<file path="src/rtl/run_ctrl_if.sv">
`default_nettype none
// ============================================================================
// Module   : run_ctrl_if
// Purpose  : Control/status bundle between a run controller and its host.
// Revision : 1.0 - initial release
// ============================================================================
interface run_ctrl_if #(
    parameter int NUM_CORES = 1,
    parameter int CNT_W     = 32
);
    logic                 start;
    logic                 abort;
    logic [NUM_CORES-1:0] halt;
    logic [NUM_CORES-1:0] core_rst;
    logic                 running;
    logic                 done;
    logic                 timeout;
    logic [NUM_CORES-1:0] halted_mask;
    logic [CNT_W-1:0]     cycle_cnt;

    modport master (
        output start, abort, halt,
        input  core_rst, running, done, timeout, halted_mask, cycle_cnt
    );

    modport slave (
        input  start, abort, halt,
        output core_rst, running, done, timeout, halted_mask, cycle_cnt
    );
endinterface
`default_nettype wire

</file>
<file path="src/rtl/run_ctrl.sv">
`default_nettype none
// ============================================================================
// Module   : run_ctrl
// Purpose  : Sequences reset, run, drain and completion of a set of pipelines.
// Revision : 1.0 - initial release
// ============================================================================
module run_ctrl #(
    parameter int NUM_CORES    = 1,
    parameter int RESET_CYCLES = 1,
    parameter int MAX_CYCLES   = 70,
    parameter int DRAIN_CYCLES = 4,
    parameter int CNT_W        = 32
) (
    input  wire logic   clk,
    input  wire logic   rst,
    run_ctrl_if.slave   ctl
);

    localparam logic [2:0] c_IDLE  = 3'd0;
    localparam logic [2:0] c_HOLD  = 3'd1;
    localparam logic [2:0] c_RUN   = 3'd2;
    localparam logic [2:0] c_DRAIN = 3'd3;
    localparam logic [2:0] c_DONE  = 3'd4;

    // One counter serves both HOLD and DRAIN; it only needs to reach max-1.
    localparam int c_HD_MAX = (RESET_CYCLES > DRAIN_CYCLES) ? RESET_CYCLES : DRAIN_CYCLES;
    localparam int c_HD_W   = (c_HD_MAX > 1) ? $clog2(c_HD_MAX) : 1;

    localparam logic [c_HD_W-1:0]    c_HOLD_LAST  = c_HD_W'(RESET_CYCLES - 1);
    localparam logic [c_HD_W-1:0]    c_DRAIN_LAST = c_HD_W'((DRAIN_CYCLES > 0) ? DRAIN_CYCLES - 1 : 0);
    localparam logic [c_HD_W-1:0]    c_HD_ONE     = c_HD_W'(1);
    localparam logic [CNT_W-1:0]     c_CNT_LAST   = CNT_W'(MAX_CYCLES - 1);
    localparam logic [CNT_W-1:0]     c_CNT_ONE    = CNT_W'(1);
    localparam logic [NUM_CORES-1:0] c_ALL_CORES  = {NUM_CORES{1'b1}};

    logic [2:0]           r_state_q,       w_state_d;
    logic [c_HD_W-1:0]    r_hd_cnt_q,      w_hd_cnt_d;
    logic [CNT_W-1:0]     r_cycle_cnt_q,   w_cycle_cnt_d;
    logic [NUM_CORES-1:0] r_halted_mask_q, w_halted_mask_d;
    logic                 r_timeout_q,     w_timeout_d;

    logic [NUM_CORES-1:0] w_halt_merged;
    logic                 w_all_halted;

    assign w_halt_merged = r_halted_mask_q | ctl.halt;
    assign w_all_halted  = (w_halt_merged == c_ALL_CORES);

    always_ff @(posedge clk) begin
        if (rst) begin
            r_state_q       <= c_IDLE;
            r_hd_cnt_q      <= '0;
            r_cycle_cnt_q   <= '0;
            r_halted_mask_q <= '0;
            r_timeout_q     <= 1'b0;
        end else begin
            r_state_q       <= w_state_d;
            r_hd_cnt_q      <= w_hd_cnt_d;
            r_cycle_cnt_q   <= w_cycle_cnt_d;
            r_halted_mask_q <= w_halted_mask_d;
            r_timeout_q     <= w_timeout_d;
        end
    end

    always_comb begin
        w_state_d       = r_state_q;
        w_hd_cnt_d      = r_hd_cnt_q;
        w_cycle_cnt_d   = r_cycle_cnt_q;
        w_halted_mask_d = r_halted_mask_q;
        w_timeout_d     = r_timeout_q;

        case (r_state_q)
            c_IDLE, c_DONE: begin
                if (ctl.start) begin
                    w_state_d       = c_HOLD;
                    w_hd_cnt_d      = '0;
                    w_cycle_cnt_d   = '0;
                    w_halted_mask_d = '0;
                    w_timeout_d     = 1'b0;
                end
            end

            c_HOLD: begin
                if (ctl.abort) begin
                    w_state_d = c_IDLE;
                end else if (r_hd_cnt_q == c_HOLD_LAST) begin
                    w_state_d  = c_RUN;
                    w_hd_cnt_d = '0;
                end else begin
                    w_hd_cnt_d = r_hd_cnt_q + c_HD_ONE;
                end
            end

            c_RUN: begin
                // Abort freezes counters so the host can inspect where the run stopped.
                if (ctl.abort) begin
                    w_state_d = c_IDLE;
                end else begin
                    w_cycle_cnt_d   = r_cycle_cnt_q + c_CNT_ONE;
                    w_halted_mask_d = w_halt_merged;
                    if (w_all_halted) begin
                        w_state_d  = (DRAIN_CYCLES == 0) ? c_DONE : c_DRAIN;
                        w_hd_cnt_d = '0;
                    end else if (r_cycle_cnt_q == c_CNT_LAST) begin
                        w_state_d   = c_DONE;
                        w_timeout_d = 1'b1;
                    end
                end
            end

            c_DRAIN: begin
                if (ctl.abort) begin
                    w_state_d = c_IDLE;
                end else if (r_hd_cnt_q == c_DRAIN_LAST) begin
                    w_state_d = c_DONE;
                end else begin
                    w_hd_cnt_d = r_hd_cnt_q + c_HD_ONE;
                end
            end

            default: begin
                w_state_d = c_IDLE;
            end
        endcase
    end

    always_comb begin
        ctl.core_rst = '0;
        ctl.running  = 1'b0;
        ctl.done     = 1'b0;
        case (r_state_q)
            c_IDLE, c_HOLD: ctl.core_rst = c_ALL_CORES;
            c_RUN:          ctl.running  = 1'b1;
            c_DONE:         ctl.done     = 1'b1;
            default:        ctl.core_rst = '0;
        endcase
    end

    assign ctl.timeout     = r_timeout_q;
    assign ctl.halted_mask = r_halted_mask_q;
    assign ctl.cycle_cnt   = r_cycle_cnt_q;

endmodule
`default_nettype wire

</file>
<file path="src/flat_wrapper.sv">
// flat-port wrapper written by rule: the top's interface ports become plain ports
module run_ctrl_flat 
#(
    parameter int NUM_CORES    = 1,
    parameter int RESET_CYCLES = 1,
    parameter int MAX_CYCLES   = 70,
    parameter int DRAIN_CYCLES = 4,
    parameter int CNT_W        = 32
)
  (clk, rst, ctl_start, ctl_abort, ctl_halt, ctl_core_rst, ctl_running, ctl_done, ctl_timeout, ctl_halted_mask, ctl_cycle_cnt);
  run_ctrl_if #(.NUM_CORES(NUM_CORES), .CNT_W(CNT_W)) ctl_i ();
  input  wire logic clk;
  input  wire logic rst;
  input wire logic [$bits(ctl_i.start)-1:0] ctl_start;
  input wire logic [$bits(ctl_i.abort)-1:0] ctl_abort;
  input wire logic [$bits(ctl_i.halt)-1:0] ctl_halt;
  output wire logic [$bits(ctl_i.core_rst)-1:0] ctl_core_rst;
  output wire logic [$bits(ctl_i.running)-1:0] ctl_running;
  output wire logic [$bits(ctl_i.done)-1:0] ctl_done;
  output wire logic [$bits(ctl_i.timeout)-1:0] ctl_timeout;
  output wire logic [$bits(ctl_i.halted_mask)-1:0] ctl_halted_mask;
  output wire logic [$bits(ctl_i.cycle_cnt)-1:0] ctl_cycle_cnt;
  assign ctl_i.start = ctl_start;
  assign ctl_i.abort = ctl_abort;
  assign ctl_i.halt = ctl_halt;
  assign ctl_core_rst = ctl_i.core_rst;
  assign ctl_running = ctl_i.running;
  assign ctl_done = ctl_i.done;
  assign ctl_timeout = ctl_i.timeout;
  assign ctl_halted_mask = ctl_i.halted_mask;
  assign ctl_cycle_cnt = ctl_i.cycle_cnt;
  run_ctrl #(.NUM_CORES(NUM_CORES), .RESET_CYCLES(RESET_CYCLES), .MAX_CYCLES(MAX_CYCLES), .DRAIN_CYCLES(DRAIN_CYCLES), .CNT_W(CNT_W)) u_core (.clk(clk), .rst(rst), .ctl(ctl_i));
endmodule
</file>
<file path="config.mk">
export PLATFORM = sky130hd
export DESIGN_NAME = run_ctrl_flat
export DESIGN_NICKNAME = d
export VERILOG_FILES = /design/src/rtl/run_ctrl_if.sv /design/src/rtl/run_ctrl.sv /design/src/flat_wrapper.sv
export SDC_FILE = /design/constraint.sdc
export NUM_CORES = 1
export LEC_CHECK = 0
export BUFFER_PORTS_ARGS = -buffer_cell sky130_fd_sc_hd__clkbuf_2
export CAP_MARGIN = 30
export CELL_PAD_IN_SITES_DETAIL_PLACEMENT = 1
export CELL_PAD_IN_SITES_GLOBAL_PLACEMENT = 2
export CORE_ASPECT_RATIO = 0.7
export CORE_MARGIN = 2
export CORE_UTILIZATION = 29
export CTS_CLUSTER_SIZE = 30
export DETAILED_ROUTE_END_ITERATION = 6
export PLACE_DENSITY_LB_ADDON = 0.1
export SYNTH_ARGS = -nofsm -noshare
export SYNTH_HDL_FRONTEND = slang
export SYNTH_SLANG_ARGS = --single-unit
</file>
<file path="constraint.sdc">
create_clock -name clk -period 1.9 [get_ports clk]
set_input_delay 0.285 -clock clk [delete_from_list [all_inputs] [get_ports clk]]
set_output_delay 0.285 -clock clk [all_outputs]
set_load 0.01 [all_outputs]
</file>
==> results.json <==
{
  "hp-class": "input pin to flip-flop",
  "synth_compound_area_frac": 0.0961,
  "clock_skew_ns": 0.00548,
  "p_switching_mw": 0.449,
  "port_buffers": 41,
  "worst-path-max-fanout": 9,
  "via_count": 2023,
  "whs_ns": 0.315,
  "grt_pass1_wl_um": 10500,
  "yosys.area_share.simple": 0.336,
  "synth_largest_area_cell": "dfxtp_1",
  "p_seq_frac": 0.482,
  "antenna_found_initial": 0,
  "overflow": 0,
  "cts.sinks": 39,
  "drive_above_1_share": 0.376,
  "synth_top_flop_cell": "dfxtp_1",
  "clkLatencyLatePin_ns": 0.29,
  "ios": 42,
  "internal_power_mw": 1.29,
  "min_to": "u_core.ctl.cycle_cnt[0]$_SDFFE_PP0P_",
  "area_growth_pct": 39.0,
  "hpwl_um": 4920,
  "chipWidth_um": 105,
  "async_reset_ff_frac": 0,
  "wire_per_inst_um": 15.2,
  "netlist_area_mm2": 0.00207,
  "regArea_um2": 796,
  "timing.final.hold_violations": 0,
  "avgSynthCellArea_um2": 8.55,
  "cap_violations": 0,
  "synth.distinct_cells": 47,
  "ys.warnings.count": 0,
  "postLayoutCoreUtil": 0.422,
  "hold_start": "rst",
  "whs_path_depth": 2,
  "final_nets": 331,
  "relSlewSlack": 0.611,
  "crit_chain": "or3b_1, a211o_2, or3_1, a21oi_1",
  "num_rows": 25,
  "synth_top_area_frac": 0.377,
  "fmax_mhz": 545,
  "power_frac_comb": 0.109,
  "postSynthCellCount": 242,
  "synthAdderAreaFrac": 0.0302,
  "fp.dieH_um": 74.7,
  "fill_cells": 853,
  "drt.antenna.violating_nets": 0,
  "cpPeakStageDelay_ns": 0.44,
  "cpMaxStageDelayCell": "or3b_1",
  "drt_iter0_markers": 97,
  "synth_top_family_by_area": "simple AND/OR/NAND/NOR gates",
  "clkTransAtPathRegs_ns": 0.09,
  "vdd_drop_max_uv": 270,
  "reg2reg_setup_slack_ns": 0.07,
  "diodes": 0,
  "setup_violations": 0,
  "tightest_slew_ns": 0.578,
  "root_buffer": "clkbuf_8",
  "rsz0062_at_grt": "no",
  "finalCritPeriodShare": 0.965,
  "fin_crit_ns": 1.83,
  "most-common-layout-cells": "nor2_1 (41), clkbuf_2 (41), buf_4 (38), dfxtp_1 (29), nand2_1 (16)",
  "synth_edf_count": 0,
  "drc_errors": 0,
  "switching_share": 0.259,
  "synthMuxAreaShare": 0.00967,
  "r2r-end": "u_core.ctl.cycle_cnt[8]$_SDFFE_PP0P_",
  "path_class": "flip-flop to flip-flop",
  "dieArea_mm2": 0.00784,
  "syn_nets": 252,
  "drv_slew": 0,
  "core_mm2": 0.00682,
  "cts_tree": "built",
  "gp_congestion": 0.751,
  "grt_max_degree": 14,
  "multi_input_area_mm2": 0.00127,
  "clockBufferDepth": 2,
  "synth_area_leaders": "dfxtp_1 (38%), nor2_1 (7.4%), xnor2_1 (5.9%)",
  "grt_pass1_vias": 2007,
  "rr_worst_depth": 4,
  "routed_wirelength_um": 6310,
  "grt_usage": 0.171,
  "firstDrtPassIters": 4,
  "vias_per_cell": 4.86,
  "cts_buffers": 5,
  "synth_seq_area_share": 0.377,
  "power.density_mw_per_mm2": 604,
  "p_clk_frac": 0.410,
  "critPathRequiredTime_ns": 2.12,
  "cp-start-kind": "flip-flop",
  "power_mw": 1.74,
  "start_util": 0.303,
  "cts_setup_buffers": 0,
  "synth_seq_cells": 39,
  "p_leak_nw": 1.12,
  "crit_arrival_ns": 2.05,
  "cts-htree-levels": 2,
  "timing.rr.start": "u_core.r_state_q[1]$_SDFFE_PP0P_",
  "endpoint_kind": "flip-flop",
  "synth-xor-area-share": 0.114,
  "status": "finished, final reports clean"
}
-- worst max path at each step --
stage,to,cells after the start,slack [ns],start
2_1_floorplan,u_core.ctl.cycle_cnt[29]$_SDFFE_PP0P_,6,0.05,u_core.ctl.cycle_cnt[4]$_SDFFE_PP0P_
3_3_place_gp,u_core.ctl.timeout$_SDFFE_PP0P_,7,-0.14,u_core.ctl.cycle_cnt[0]$_SDFFE_PP0P_
3_5_place_dp,u_core.ctl.timeout$_SDFFE_PP0P_,7,-0.13,u_core.ctl.cycle_cnt[0]$_SDFFE_PP0P_
4_1_cts,u_core.ctl.timeout$_SDFFE_PP0P_,7,-0.0004,u_core.ctl.cycle_cnt[4]$_SDFFE_PP0P_
5_1_grt,u_core.r_state_q[2]$_SDFFE_PP0P_,6,0.002,u_core.ctl.cycle_cnt[6]$_SDFFE_PP0P_
6_report,u_core.ctl.cycle_cnt[8]$_SDFFE_PP0P_,4,0.07,u_core.r_state_q[1]$_SDFFE_PP0P_
-- metal layers --
layer | routed length (µm) | track usage | up-vias | share of wire
met5 | 0 | 0 | - | 0
met4 | 27 | 0.0356 | 0 | 0.0043
met3 | 288 | 0.0329 | 2 | 0.046
met2 | 2500 | 0.248 | 43 | 0.40
met1 | 3490 | 0.263 | 971 | 0.55
li1 | - | - | 1007 | -
-- Yosys cell counts (2+ instances only) --
master / instances
a21oi_1: 8
mux2i_1: 2
nand2_1: 16
a311oi_1: 2
nor3_2: 8
o21ai_0: 4
nor4_1: 10
xor2_1: 13
clkbuf_1: 6
nor2_1: 41
nand3_1: 10
and2_1: 2
o211ai_1: 2
buf_1: 2
nor3_1: 4
nor4b_1: 2
a31oi_1: 2
nor3b_1: 2
and4_1: 4
ha_1: 5
dfxtp_1: 39
nand3b_1: 2
nand4_1: 9
xnor2_1: 14
or3_1: 2
nand2b_1: 3
inv_1: 8
-- metrics by stage --
step	TNS, ns	worst slack (ns)	instance area, µm²	instances
after floorplan	0	0.0534	2070	242
after global placement	-0.219	-0.137	2690	408
after detailed placement	-0.219	-0.134	2690	408
after CTS	-0.000370	-0.000370	2830	416
after global routing	0	0.00167	2880	416
final	0	0.0660	2880	416
-- state kept, by name (all words and copies together) (netlist names) --
signal and cells:
u_core.ctl.timeout 1, u_core.ctl.halted_mask 1, u_core.r_hd_cnt_q 2, u_core.r_state_q 3, u_core.ctl.cycle_cnt 32
-- worst max-delay path, delay by kind of cell, from the launching register on --
kind            cells  cell delay, ns
simple gates        2            0.81
flops               1            0.38
compound gates      2            0.57
-- power groups by stage --
| stage | registers, mW | clock network [mW] | logic [mW] |
|---|---|---|---|
| after floorplan | 0.851 | 0 | 0.100 |
| after global placement | 0.857 | 0 | 0.186 |
| after CTS | 0.838 | 0.732 | 0.190 |
| after global routing | 0.840 | 0.772 | 0.210 |
| after detailed placement | 0.857 | 0 | 0.189 |
| final | 0.836 | 0.711 | 0.188 |
-- cells by family (layout without fill, tap and decap cells) --
group           Yosys count  in the layout
compound gates           27             27
xor+xnor                 27             27
buf+inv                  18             98
mux                       2              2
fa+ha+maj                 5              5
simple gates            124            124
flops                    39             39
-- repair_timing --
item / CTS / global route
endpoints found under the setup margin: 2 / 2
pin swaps: 0 / 8
hold buffers: 0 / 0
gates resized for setup: 5 / 15
hold endpoints to repair: 0 / 0
-- layout make-up --
| type | count | area share |
|---|---|---|
| timing repair buffer | 82 | 0.191 |
| clock buffer | 5 | 0.0239 |
| tap | 94 | 0.0409 |
| clock inverter | 3 | 0.0152 |
| sequential | 39 | 0.277 |
| inverter | 8 | 0.0104 |
| multi-input combinational | 185 | 0.441 |
Power figures use the tool's default switching activity.
